[src/rtl/rtc_calendar.sv]
`default_nettype none
`timescale 1ns/1ps
// ============================================================================
//  Module   : rtc_calendar
//  Brief    : Second-to-year calendar counter with Gregorian leap years,
//             configurable year range with wrap pulse, day clamping on
//             month/year edits, 12/24-hour display mapping and an optional
//             day-of-week counter (enabled by defining RTC_DOW_EN).
//  Revision : 1.0 - initial release
// ============================================================================
module rtc_calendar #(
    parameter int YEAR_BASE  = 2000,
    parameter int YEAR_SPAN  = 1000,
    parameter int YEAR_W     = 12,
    parameter int RESET_YEAR = 2000,
    parameter int RESET_DOW  = 6
) (
    input  logic              clk_1Hz,
    input  logic              rst,
    input  logic              en_1,
    input  logic              up,
    input  logic              down,
    input  logic [2:0]        select_item,
    input  logic              mode_12h,
    output logic [5:0]        sec_bin,
    output logic [5:0]        min_bin,
    output logic [4:0]        hour_bin,
    output logic [4:0]        hour_disp,
    output logic              pm,
    output logic [4:0]        day_bin,
    output logic [3:0]        month_bin,
    output logic [YEAR_W-1:0] year_bin,
    output logic              leap_year,
`ifdef RTC_DOW_EN
    output logic [2:0]        dow,
`endif
    output logic              year_wrap
);

    localparam logic [YEAR_W-1:0] c_year_base  = YEAR_W'(YEAR_BASE);
    localparam logic [YEAR_W-1:0] c_year_top   = YEAR_W'(YEAR_BASE + YEAR_SPAN - 1);
    localparam logic [YEAR_W-1:0] c_reset_year = YEAR_W'(RESET_YEAR);

    localparam logic [2:0] c_sel_sec   = 3'd1;
    localparam logic [2:0] c_sel_min   = 3'd2;
    localparam logic [2:0] c_sel_hour  = 3'd3;
    localparam logic [2:0] c_sel_day   = 3'd4;
    localparam logic [2:0] c_sel_month = 3'd5;
    localparam logic [2:0] c_sel_year  = 3'd6;

    // Elaboration-time sanity checks on the configuration
    if ((RESET_YEAR < YEAR_BASE) || (RESET_YEAR > YEAR_BASE + YEAR_SPAN - 1)) begin : g_chk_reset_year
        $error("rtc_calendar: RESET_YEAR outside the representable range");
    end
    if ((RESET_DOW < 0) || (RESET_DOW > 6)) begin : g_chk_reset_dow
        $error("rtc_calendar: RESET_DOW must be 0..6");
    end
    if ((YEAR_BASE + YEAR_SPAN - 1) >= (2 ** YEAR_W)) begin : g_chk_year_w
        $error("rtc_calendar: YEAR_W too narrow for the top year");
    end

    // Gregorian rule: divisible by 4 and (not by 100, or by 400)
    function automatic logic f_is_leap(input logic [YEAR_W-1:0] year);
        logic [31:0] y;
        y = 32'(year);
        return ((y % 32'd4) == 32'd0) &&
               (((y % 32'd100) != 32'd0) || ((y % 32'd400) == 32'd0));
    endfunction

    function automatic logic [4:0] f_days_in_month(input logic [3:0] month, input logic leap);
        case (month)
            4'd2:                      return leap ? 5'd29 : 5'd28;
            4'd4, 4'd6, 4'd9, 4'd11:   return 5'd30;
            default:                   return 5'd31;
        endcase
    endfunction

    logic [5:0]        r_sec,   w_sec_nxt;
    logic [5:0]        r_min,   w_min_nxt;
    logic [4:0]        r_hour,  w_hour_nxt;
    logic [4:0]        r_day,   w_day_nxt;
    logic [3:0]        r_month, w_month_nxt;
    logic [YEAR_W-1:0] r_year,  w_year_nxt;
    logic              r_year_wrap, w_year_wrap_nxt;
`ifdef RTC_DOW_EN
    logic [2:0]        r_dow,   w_dow_nxt;
`endif

    logic              w_run;
    logic              w_adj;
    logic              w_leap;
    logic [4:0]        w_dmax;
    logic              w_sec_c, w_min_c, w_hour_c, w_day_c, w_mon_c, w_year_c;
    logic [3:0]        w_month_adj;
    logic [YEAR_W-1:0] w_year_adj;
    logic [4:0]        w_dmax_month_adj;
    logic [4:0]        w_dmax_year_adj;

    assign w_run  = (select_item == 3'd0) || (select_item == 3'd7);
    // Exactly one of up/down asserted requests an adjust; both cancel out
    assign w_adj  = up ^ down;
    assign w_leap = f_is_leap(r_year);
    assign w_dmax = f_days_in_month(r_month, w_leap);

    // Ripple carry terms: each stage carries only when all lower stages wrap
    assign w_sec_c  = (r_sec == 6'd59);
    assign w_min_c  = w_sec_c && (r_min == 6'd59);
    assign w_hour_c = w_min_c && (r_hour == 5'd23);
    assign w_day_c  = w_hour_c && (r_day == w_dmax);
    assign w_mon_c  = w_day_c && (r_month == 4'd12);
    assign w_year_c = w_mon_c && (r_year == c_year_top);

    // Candidate month/year after an adjust, and the day limit they imply
    assign w_month_adj = up ? ((r_month == 4'd12) ? 4'd1 : r_month + 4'd1)
                            : ((r_month == 4'd1) ? 4'd12 : r_month - 4'd1);
    assign w_year_adj  = up ? ((r_year == c_year_top) ? c_year_base : r_year + 1'b1)
                            : ((r_year == c_year_base) ? c_year_top : r_year - 1'b1);
    assign w_dmax_month_adj = f_days_in_month(w_month_adj, w_leap);
    assign w_dmax_year_adj  = f_days_in_month(r_month, f_is_leap(w_year_adj));

    // Next-state: run-mode counting with full carry chain, or single-field adjust
    always_comb begin
        w_sec_nxt       = r_sec;
        w_min_nxt       = r_min;
        w_hour_nxt      = r_hour;
        w_day_nxt       = r_day;
        w_month_nxt     = r_month;
        w_year_nxt      = r_year;
        w_year_wrap_nxt = 1'b0;
`ifdef RTC_DOW_EN
        w_dow_nxt       = r_dow;
`endif
        if (w_run) begin
            if (en_1) begin
                w_sec_nxt = w_sec_c ? 6'd0 : r_sec + 6'd1;
                if (w_sec_c) begin
                    w_min_nxt = (r_min == 6'd59) ? 6'd0 : r_min + 6'd1;
                end
                if (w_min_c) begin
                    w_hour_nxt = (r_hour == 5'd23) ? 5'd0 : r_hour + 5'd1;
                end
                // A carry out of the hour field starts a new day
                if (w_hour_c) begin
                    w_day_nxt = (r_day == w_dmax) ? 5'd1 : r_day + 5'd1;
`ifdef RTC_DOW_EN
                    w_dow_nxt = (r_dow == 3'd6) ? 3'd0 : r_dow + 3'd1;
`endif
                end
                // Day restarts at 1 on month/year carry, so no clamp is needed here
                if (w_day_c) begin
                    w_month_nxt = (r_month == 4'd12) ? 4'd1 : r_month + 4'd1;
                end
                if (w_mon_c) begin
                    w_year_nxt      = w_year_c ? c_year_base : r_year + 1'b1;
                    w_year_wrap_nxt = w_year_c;
                end
            end
        end else if (w_adj) begin
            case (select_item)
                c_sel_sec: begin
                    w_sec_nxt = up ? ((r_sec == 6'd59) ? 6'd0 : r_sec + 6'd1)
                                   : ((r_sec == 6'd0) ? 6'd59 : r_sec - 6'd1);
                end
                c_sel_min: begin
                    w_min_nxt = up ? ((r_min == 6'd59) ? 6'd0 : r_min + 6'd1)
                                   : ((r_min == 6'd0) ? 6'd59 : r_min - 6'd1);
                end
                c_sel_hour: begin
                    w_hour_nxt = up ? ((r_hour == 5'd23) ? 5'd0 : r_hour + 5'd1)
                                    : ((r_hour == 5'd0) ? 5'd23 : r_hour - 5'd1);
                end
                c_sel_day: begin
                    w_day_nxt = up ? ((r_day >= w_dmax) ? 5'd1 : r_day + 5'd1)
                                   : ((r_day <= 5'd1) ? w_dmax : r_day - 5'd1);
`ifdef RTC_DOW_EN
                    w_dow_nxt = up ? ((r_dow == 3'd6) ? 3'd0 : r_dow + 3'd1)
                                   : ((r_dow == 3'd0) ? 3'd6 : r_dow - 3'd1);
`endif
                end
                c_sel_month: begin
                    w_month_nxt = w_month_adj;
                    if (r_day > w_dmax_month_adj) begin
                        w_day_nxt = w_dmax_month_adj;
                    end
                end
                c_sel_year: begin
                    w_year_nxt = w_year_adj;
                    if (r_day > w_dmax_year_adj) begin
                        w_day_nxt = w_dmax_year_adj;
                    end
                end
                default: begin
                end
            endcase
        end
    end

    // State register with synchronous reset taking priority over everything
    always_ff @(posedge clk_1Hz) begin
        if (rst) begin
            r_sec       <= 6'd0;
            r_min       <= 6'd0;
            r_hour      <= 5'd0;
            r_day       <= 5'd1;
            r_month     <= 4'd1;
            r_year      <= c_reset_year;
            r_year_wrap <= 1'b0;
`ifdef RTC_DOW_EN
            r_dow       <= 3'(RESET_DOW);
`endif
        end else begin
            r_sec       <= w_sec_nxt;
            r_min       <= w_min_nxt;
            r_hour      <= w_hour_nxt;
            r_day       <= w_day_nxt;
            r_month     <= w_month_nxt;
            r_year      <= w_year_nxt;
            r_year_wrap <= w_year_wrap_nxt;
`ifdef RTC_DOW_EN
            r_dow       <= w_dow_nxt;
`endif
        end
    end

    // Display hour: 0 shows as 12, 13-23 fold down by 12 in 12-hour mode
    always_comb begin
        hour_disp = r_hour;
        pm        = 1'b0;
        if (mode_12h) begin
            pm = (r_hour >= 5'd12);
            if (r_hour == 5'd0) begin
                hour_disp = 5'd12;
            end else if (r_hour > 5'd12) begin
                hour_disp = r_hour - 5'd12;
            end
        end
    end

    assign sec_bin   = r_sec;
    assign min_bin   = r_min;
    assign hour_bin  = r_hour;
    assign day_bin   = r_day;
    assign month_bin = r_month;
    assign year_bin  = r_year;
    assign leap_year = w_leap;
    assign year_wrap = r_year_wrap;
`ifdef RTC_DOW_EN
    assign dow       = r_dow;
`endif

endmodule
`default_nettype wire

[config.mk]
export PLATFORM = sky130hd
export DESIGN_NAME = rtc_calendar
export DESIGN_NICKNAME = d
export VERILOG_FILES = /design/src/rtl/rtc_calendar.sv
export SDC_FILE = /design/constraint.sdc
export NUM_CORES = 1
export LEC_CHECK = 0
export CORE_UTILIZATION = 45
export DETAILED_ROUTE_END_ITERATION = 12
export PLACE_DENSITY = 0.69
export SYNTH_ARGS = -nofsm -noshare
export SYNTH_HDL_FRONTEND = slang
export SYNTH_SLANG_ARGS = --single-unit
[constraint.sdc]
create_clock -name clk_1Hz -period 9.1 [get_ports clk_1Hz]
set_input_delay 1.365 -clock clk_1Hz [delete_from_list [all_inputs] [get_ports clk_1Hz]]
set_output_delay 1.365 -clock clk_1Hz [all_outputs]
set_load 0.03 [all_outputs]
=== Yosys cells after proc, flatten, opt, wreduce, memory -nomap -nowiden ===
Index checks and enable logic that the tools add are counted.

* Memory bits (read-only): 0
* Output and inout bits: 46
* Latch bits: 0
* Word-level logic and storage cells: 163
* Bits in writable memories: 0
* Memories: 0
* Register bits after elaboration: 39
* Input bits: 9

* Magnitude comparators: 6
* Reduce and logical (&&, ||, !) cells: 36
* Bitwise gates (word level): 4
* Multipliers: 0
* Muxes and demuxes: 60
* Div/mod/pow operators: 4
* Shifts and indexed selects: 0
* Equality and inequality tests: 33
* Add/sub/neg operators: 13

{| class="wikitable"
|+ Operators by type and width
! operator !! count
|-
| logical NOT 32 bit || 4
|-
| two-way mux 12 bit || 9
|-
| two-way mux 5 bit || 21
|-
| two-way mux 6 bit || 15
|-
| modulo 12 x 7 -> 32 bit, second input constant || 2
|-
| modulo 12 x 9 -> 32 bit, second input constant || 2
|-
| nonzero test 32 bit || 2
|-
| two-way mux 4 bit || 8
|-
| equality test 4 bit, second input constant || 5
|-
| equality test 4 x 3 -> 1 bit, second input constant || 4
|-
| AND reduction 4 bit || 4
|-
| case mux 5 bit (3 select lines) || 1
|-
| adder 12 x 1 -> 12 bit, second input constant || 1
|-
| adder 6 x 1 -> 6 bit, second input constant || 2
|-
| equality test 12 x 11 -> 1 bit, second input constant || 1
|-
| equality test 12 bit, second input constant || 1
|-
| equality test 3 bit, second input constant || 4
|-
| equality test 6 bit, second input constant || 2
|-
| logical NOT 6 bit || 2
|-
| case mux 2 bit (2 select lines) || 3
|-
| nonzero test 2 bit || 6
|-
| OR reduction 4 bit || 3
|-
| subtractor 12 x 1 -> 12 bit, second input constant || 1
|-
| subtractor 6 x 1 -> 6 bit, second input constant || 2
|-
| 29 further kinds || 51
|}

=== Longest topological paths before layout ===
Gate-level depths: netlist of run 1.

* Depth in word-level cells: 14
* Gate-level depth with buffers: 35
* Depth with buffers taken out: 33

=== Worst setup path before layout of run 1 ===
OpenSTA, ideal clock, no wires.

* Path kind: input to register
* From: input port up
* To: register r_day[0] (netlist: day_bin[0])
* Library setup time: 0.128 ns
* Setup slack: 1.408 ns
* Stages: 30
* Arrival time: 7.564 ns
* Path buffers: 2
* Path through: clkbuf_1 -> o41ai_1 -> o221a_2 -> or2_2 -> nand2_2 -> ha_1 -> nand2b_1 -> o32ai_4 -> a31oi_4 -> a211oi_4 -> nor3b_2 -> or2_1 -> buf_2 -> o31ai_2 -> mux2_2 -> a2111oi_2 -> a31oi_1 -> a31o_1 -> nand3b_1 -> a2111oi_2 -> nor2b_1 -> ha_1 -> nand2_1 -> o21ai_0 -> o21ai_0 -> nand3_1 -> nor2_1 -> o21ai_1 -> a21oi_1 -> o21ai_1

* Cells in the longest elaborated chain, start to end: 11
* Elaborated cells on any way between the ends: 31
* Those cells by class: div: 2; order compare: 2; eq/ne: 7; mux: 11; bitwise: 1; reduce/logical: 8

{| class="wikitable"
|+ Ends and longest elaborated chain
! what !! RTL line !! RTL
|-
| from (decl) || 21 || <nowiki>input logic up,</nowiki>
|-
| branches (longest 11 deep; another with modulo 12 x 7 -> 32 bit) || -- ||
|-
| to (signal assigned) || 215 || <nowiki>r_day <= w_day_nxt;</nowiki>
|-
| to (decl) || 81 || <nowiki>logic [4:0] r_day, w_day_nxt;</nowiki>
|}

Several ways; the timed one is not identified. The select of a mux whose other input is x is not followed.
A chain may end at the register's enable or synchronous reset.

=== Worst setup path in the final report of run 1 ===
* From: register r_year[10] (netlist: year_bin[10])
* To: output port leap_year

* Cells in the longest elaborated chain, start to end: 4
* Elaborated cells on any way between the ends: 6
* Those cells by class: div: 2; reduce/logical: 4

{| class="wikitable"
|+ Ends and longest elaborated chain
! what !! RTL line !! RTL
|-
| from (decl) || 83 || <nowiki>logic [YEAR_W-1:0] r_year, w_year_nxt;</nowiki>
|-
| from (signal assigned) || 206 || <nowiki>r_year <= c_reset_year;</nowiki>
|-
| from (signal assigned) || 217 || <nowiki>r_year <= w_year_nxt;</nowiki>
|-
| modulo 12 x 7 -> 32 bit / modulo 12 x 9 -> 32 bit (equally long branches) || 67 || <nowiki>(((y % 32'd100) != 32'd0) || ((y % 32'd400) == 32'd0));</nowiki>
|-
| nonzero test 32 bit / logical NOT 32 bit (equally long branches) || 67 ||
|-
| logical OR 1 bit * || 67 ||
|-
| logical AND 1 bit * || 66 || <nowiki>return ((y % 32'd4) == 32'd0) &&</nowiki>
|-
| to (decl) || 33 || <nowiki>output logic leap_year,</nowiki>
|}

Mark *: on every way between the ends. The rest lies on a longest branch, timed or not.

==> results of run 1 <==
## critical path, stage by stage, from the launching register on
cell	delay, ps
dfxtp_1	650
inv_1	240
nor2_1	160
ha_1	250
o32ai_1	560
o211ai_1	340
mux2i_1	240
or2_0	260
and3_1	200
a2111oi_4	610
o211a_1	440
or4_1	180
nand3_1	220
a21boi_0	400
xor2_1	120
a211oi_1	440
a211oi_1	160
nor3_1	290
o21ai_0	220
inv_1	140
clkdlybuf4s50_1	680
## Yosys cell counts (9+ instances only)
master and n:
and2_1 16, inv_1 27, nand2_1 93, nand4_1 10, o211ai_1 13, ha_1 29
nand3_1 42, a211o_1 13, clkbuf_1 45, o22ai_1 11, nand2b_1 11, mux2i_1 12
nor4_1 13, xor2_1 11, nor3b_1 10, xnor2_1 24, nor3_1 31, a31oi_1 23
a21oi_1 80, a211oi_1 17, o21ai_0 63, nor2_1 86, o221ai_1 10, dfxtp_1 39
buf_2 11, or3_1 15, nor2b_1 9
## layout make-up
type                    count  area [µm²]  area share (%)
clock buffers               6       128.9           1.716
clock inverters             2       12.51          0.1666
inverters                  27       101.3           1.349
multi-input cells         835        5579           74.27
flip-flops and latches     39       784.5           10.44
well taps                 184       230.2           3.065
repair buffers             72       675.6           8.994
## placed cells by master (no fill, tap or decap), types with 23 or more instances in the layout
master           instances
nand2_1                 92
nor2_1                  85
a21oi_1                 78
o21ai_0                 63
clkdlybuf4s50_1         54
nand3_1                 42
dfxtp_1                 36
nor3_1                  30
ha_1                    29
inv_1                   27
xnor2_1                 24
a31oi_1                 23
## sequential cells by signal, summed over array words and instances (netlist names)
| register | flops |
|---|---|
| day_bin | 5 |
| hour_bin | 5 |
| min_bin | 6 |
| month_bin | 4 |
| sec_bin | 6 |
| year_bin | 12 |
| year_wrap | 1 |
## power groups by stage
stage               Clock [mW]  Combinational [mW]  Sequential (mW)
floorplan                    0               0.461            0.202
global placement             0               0.574            0.199
detailed placement           0               0.579            0.199
CTS                      0.181               0.582            0.195
global route             0.189               0.650            0.198
finish                   0.180               0.592            0.196
## through the flow
stage | instances | setup WS [ps] | power, mW | area (µm²) | hold WS [ps]
floorplan | 967 | 1408 | 0.6632 | 6734 | 669.6
global placement | 1157 | 622.5 | 0.7738 | 7347 | 584.5
detailed placement | 1157 | 487.9 | 0.7777 | 7347 | 584.0
CTS | 1165 | 192.4 | 0.9577 | 7488 | 590.8
global route | 1165 | 21.91 | 1.036 | 7512 | 634.1
finish | 1165 | 635.8 | 0.9683 | 7512 | 587.9
## routing by layer
layer	track usage [%]	up-vias	part of all wire, %
met2	41.37	258	46
met3	3.565	36	5.3
met5	0	-	0
met4	5.741	0	1.5
met1	34.14	3600	47
li1	-	3720	-
## final timing paths
kind / from / to / slack, ps / cells past startpoint
worst max-delay path: year_bin[10] / leap_year / 640 / 20
worst min register to register: min_bin[5] / min_bin[5] / 590 / 2
worst min-delay path: min_bin[5] / min_bin[5] / 590 / 2
worst max register to register: year_bin[0] / day_bin[0] / 780 / 30
## cells by family after synthesis
family,count (synthesis),share of synthesized area (%)
simple gates,389,30.14
compound gates,363,39.52
flops,39,11.59
xor+xnor,35,4.552
mux,17,2.620
buf+inv,93,5.890
fa+ha+maj,31,5.686
==> impl_metrics.json, run 1 <==
{
  "post-synth-top-area-cell": "dfxtp_1",
  "fillers": 1431,
  "ctsResizeCount": 0,
  "ys_warn_count": 0,
  "gp_congestion": 0.9445,
  "post_cts_buffers": 0,
  "cts_tree": "yes",
  "setup_tns_ps": 0,
  "antenna_found_initial": 0,
  "end_kind": "output port",
  "crit_arrival_ps": 7100,
  "crit_fanout": 14,
  "clk_pin_slew_ps": 60,
  "cap_violations": 0,
  "hold_class": "flip-flop to flip-flop",
  "setup.worst_path.class": "flip-flop to output port",
  "slew_violations": 0,
  "vdd_drop_max_v": 0.00009911,
  "die_area_um2": 15460,
  "status": "finished clean",
  "crit_required_ps": 7740,
  "drc": 0,
  "area_delta_synth_final_pct": 11.56,
  "clock_sinks": 39,
  "critPathLaunchType": "flip-flop",
  "syn_inst": 967,
  "drt_iter0_drc": 786,
  "synth-seq-cells": 39,
  "drive_above_1_share_pct": 10.19,
  "track_usage_pct": 25.03,
  "fmax_mhz": 118.1,
  "power_density_nw_per_um2": 128.9,
  "setup_viol": 0,
  "initial_core_util_pct": 46.16,
  "clock_skew_ps": 7.285,
  "dr.pass1.iters": 8,
  "synthesis.nets": 1005,
  "wirelength_um": 19800,
  "synth_largest_type_area_fraction_pct": 11.59,
  "syn-cell-area_um2": 6734,
  "placementRows": 44,
  "ys_types": 109,
  "die_h_um": 124.3,
  "finish.net_count": 1018,
  "p_sw_share_pct": 47.05,
  "n_antenna_cell": 0,
  "final_hold_viol_count": 0,
  "grt_pass1_vias": 6936,
  "coreArea_um2": 14590,
  "grt_max_degree": 40,
  "ant_nets": 0,
  "async_flop_share_pct": 0,
  "post-route-util_pct": 51.49,
  "p_switching_uw": 455.6,
  "num_vias": 7614,
  "synth_flop_cell": "dfxtp_1",
  "synth-seq-area-share_pct": 11.59,
  "h-tree-depth": 2,
  "port_buffers": 54,
  "grt_overflow": 0,
  "relSlewSlack_pct": 34.62,
  "avgRoutedWirePerCell_um": 16.99,
  "pwr-share-seq_pct": 20.2,
  "p_comb_share_pct": 61.2,
  "clk_latency_ps": 290,
  "synthTopCellsByArea": "dfxtp_1 (12%), a21oi_1 (5.9%), ha_1 (5.4%), nand2_1 (5.2%), nor2_1 (4.8%)",
  "cts_root_buf": "clkbuf_16",
  "ctsHoldBuffers": 0,
  "internal_power_uw": 512.7,
  "tightest_slew_ps": 971.7,
  "rsz0062_at_grt": "false",
  "pwr-share-clk_pct": 18.6,
  "ioPinCount": 55,
  "drt-vias-per-instance": 6.536,
  "leakage_nw": 2.544,
  "syn_avg_cell_area_um2": 6.964,
  "cts_buffer_depth": 2,
  "synth_edf_count": 0,
  "period_needed_ps": 8464,
  "fp.dieW_um": 124.3,
  "cts_made_buffers": 5,
  "place_hpwl_um": 14290,
  "grt_pass1_wl_um": 33430,
  "min_period_over_period_pct": 93.01
}
(Power assumes the default switching activity.)
==> inputs of run 2 (changes only) <==
--- a/config.mk
+++ b/config.mk
@@ -5,9 +5,10 @@
 export SDC_FILE = /design/constraint.sdc
 export NUM_CORES = 1
 export LEC_CHECK = 0
-export CORE_UTILIZATION = 45
+export CORE_UTILIZATION = 46
 export DETAILED_ROUTE_END_ITERATION = 12
-export PLACE_DENSITY = 0.69
+export PLACE_DENSITY = 0.71
+export SLEW_MARGIN = 5
 export SYNTH_ARGS = -nofsm -noshare
 export SYNTH_HDL_FRONTEND = slang
 export SYNTH_SLANG_ARGS = --single-unit
==> impl_metrics.json, run 2 (same netlist as run 1, synthesis figures left out) <==
{
  "clk_latency_ps": 300,
  "port_buffers": 54,
  "register_area_um2": 780.7,
  "power_density_nw_per_um2": 130.3,
  "grt_max_degree": 40,
  "grt_pass1_wl_um": 33350,
  "coreArea_um2": 14100,
  "finalWorstSetupSlack_ps": 614.1,
  "clock_skew_ps": 5.898,
  "cts_tree": "yes",
  "dp_slack_ps": 491.5,
  "ctsHoldBuffers": 0,
  "drive_above_1_share_pct": 9.990,
  "wirelength_um": 19670,
  "fmax_mhz": 117.8,
  "initial_core_util_pct": 47.77,
  "area_delta_synth_final_pct": 11.67,
  "period_needed_ps": 8486,
  "antenna_found_initial": 0,
  "rsz0062_at_grt": "false",
  "setup.worst_path.class": "flip-flop to output port",
  "drt-vias-per-instance": 6.565,
  "avgRoutedWirePerCell_um": 16.94,
  "fp.dieW_um": 123.0,
  "gp_congestion": 0.9559,
  "final_common_cell": "nand2_1",
  "min_period_over_period_pct": 93.25,
  "relSlewSlack_pct": 27.28,
  "fillers": 1380,
  "slew_violations": 0,
  "die_h_um": 123.0,
  "setup_viol": 0,
  "post-route-util_pct": 53.35,
  "vdd_drop_max_v": 0.00008149,
  "grt_pass1_vias": 6899,
  "fin_cells": 1161,
  "crit_fanout": 19,
  "clk_pin_slew_ps": 70,
  "multiInputGateArea_um2": 5582,
  "leakage_nw": 2.552,
  "critPathLaunchType": "flip-flop",
  "clock_sinks": 39,
  "place_hpwl_um": 14230,
  "hold_class": "flip-flop to flip-flop",
  "tightest_slew_ps": 1081,
  "ant_nets": 0,
  "ioPinCount": 55,
  "dp_cells": 1153,
  "crit_arrival_ps": 7120,
  "drc": 0,
  "status": "finished clean",
  "total_power_uw": 979.6,
  "largest_reg_flops": 12,
  "h-tree-depth": 2,
  "reg2regPathDepth": 31,
  "cap_violations": 0,
  "setup_tns_ps": 0,
  "placementRows": 43,
  "dr.pass1.iters": 5,
  "final_cell_mix": "nand2_1 (92), nor2_1 (85), a21oi_1 (78)",
  "drt_iter0_drc": 764,
  "cts_root_buf": "clkbuf_16",
  "end_kind": "output port",
  "grt_overflow": 0,
  "n_antenna_cell": 0,
  "track_usage_pct": 26.71,
  "cts_made_buffers": 5,
  "crit_required_ps": 7740,
  "finish.net_count": 1018,
  "final_hold_viol_count": 0,
  "die_area_um2": 15130,
  "hold_depth": 2,
  "num_vias": 7622,
  "cts_buffer_depth": 2,
  "ctsResizeCount": 0,
  "post_cts_buffers": 0
}
[run 2: path summary, 6_finish.rpt]
check	from	endpoint	slack, ps
worst max-delay path	year_bin[9]	leap_year	610
worst max register to register	year_bin[1]	day_bin[0]	790
worst min register to register	min_bin[5]	min_bin[5]	610
worst min-delay path	min_bin[5]	min_bin[5]	610
[run 2: worst max-delay path, stage by stage, from the launching register on]
cell             delay [ps]
dfxtp_1                 520
nor3_1                  490
nor2_1                  100
ha_1                    230
or3_1                   530
o211a_1                 280
xnor2_1                 690
nor4_1                  160
a2111oi_4               530
o211a_1                 460
or4_1                   180
nand3_1                 210
a21boi_0                380
xor2_1                  110
a211oi_1                420
a211oi_1                150
nor3_1                  330
o21ai_0                 230
inv_1                   150
clkdlybuf4s50_1         680
[run 2: through the flow]
stage | hold slack, ps | cell area [µm²]
after global placement | 582.8 | 7342
after global routing | 646.7 | 7520
final | 608.1 | 7520
after CTS | 607.8 | 7497
after detailed placement | 599.6 | 7342
after floorplan | 669.6 | 6734
[run 2: metal layers]
layer | track usage (%) | part of all wire (%)
met5 | 0 | 0
met3 | 2.675 | 6.2
met2 | 44.07 | 46
met4 | 9.262 | 2.0
met1 | 36.14 | 45
[run 2: final cells by class]
class | instances | area share, %
clock buffer | 6 | 1.847
clock inverter | 2 | 0.2163
inverter | 27 | 1.348
multi-input combinational | 835 | 74.23
sequential | 39 | 10.38
tap | 180 | 2.995
timing repair buffer | 72 | 8.985
[run 2: report_power, final]
part / internal (mW) / switching (mW)
Clock: 0.110 / 0.0833
Sequential: 0.177 / 0.0168
Combinational: 0.233 / 0.359
Total: 0.520 / 0.459
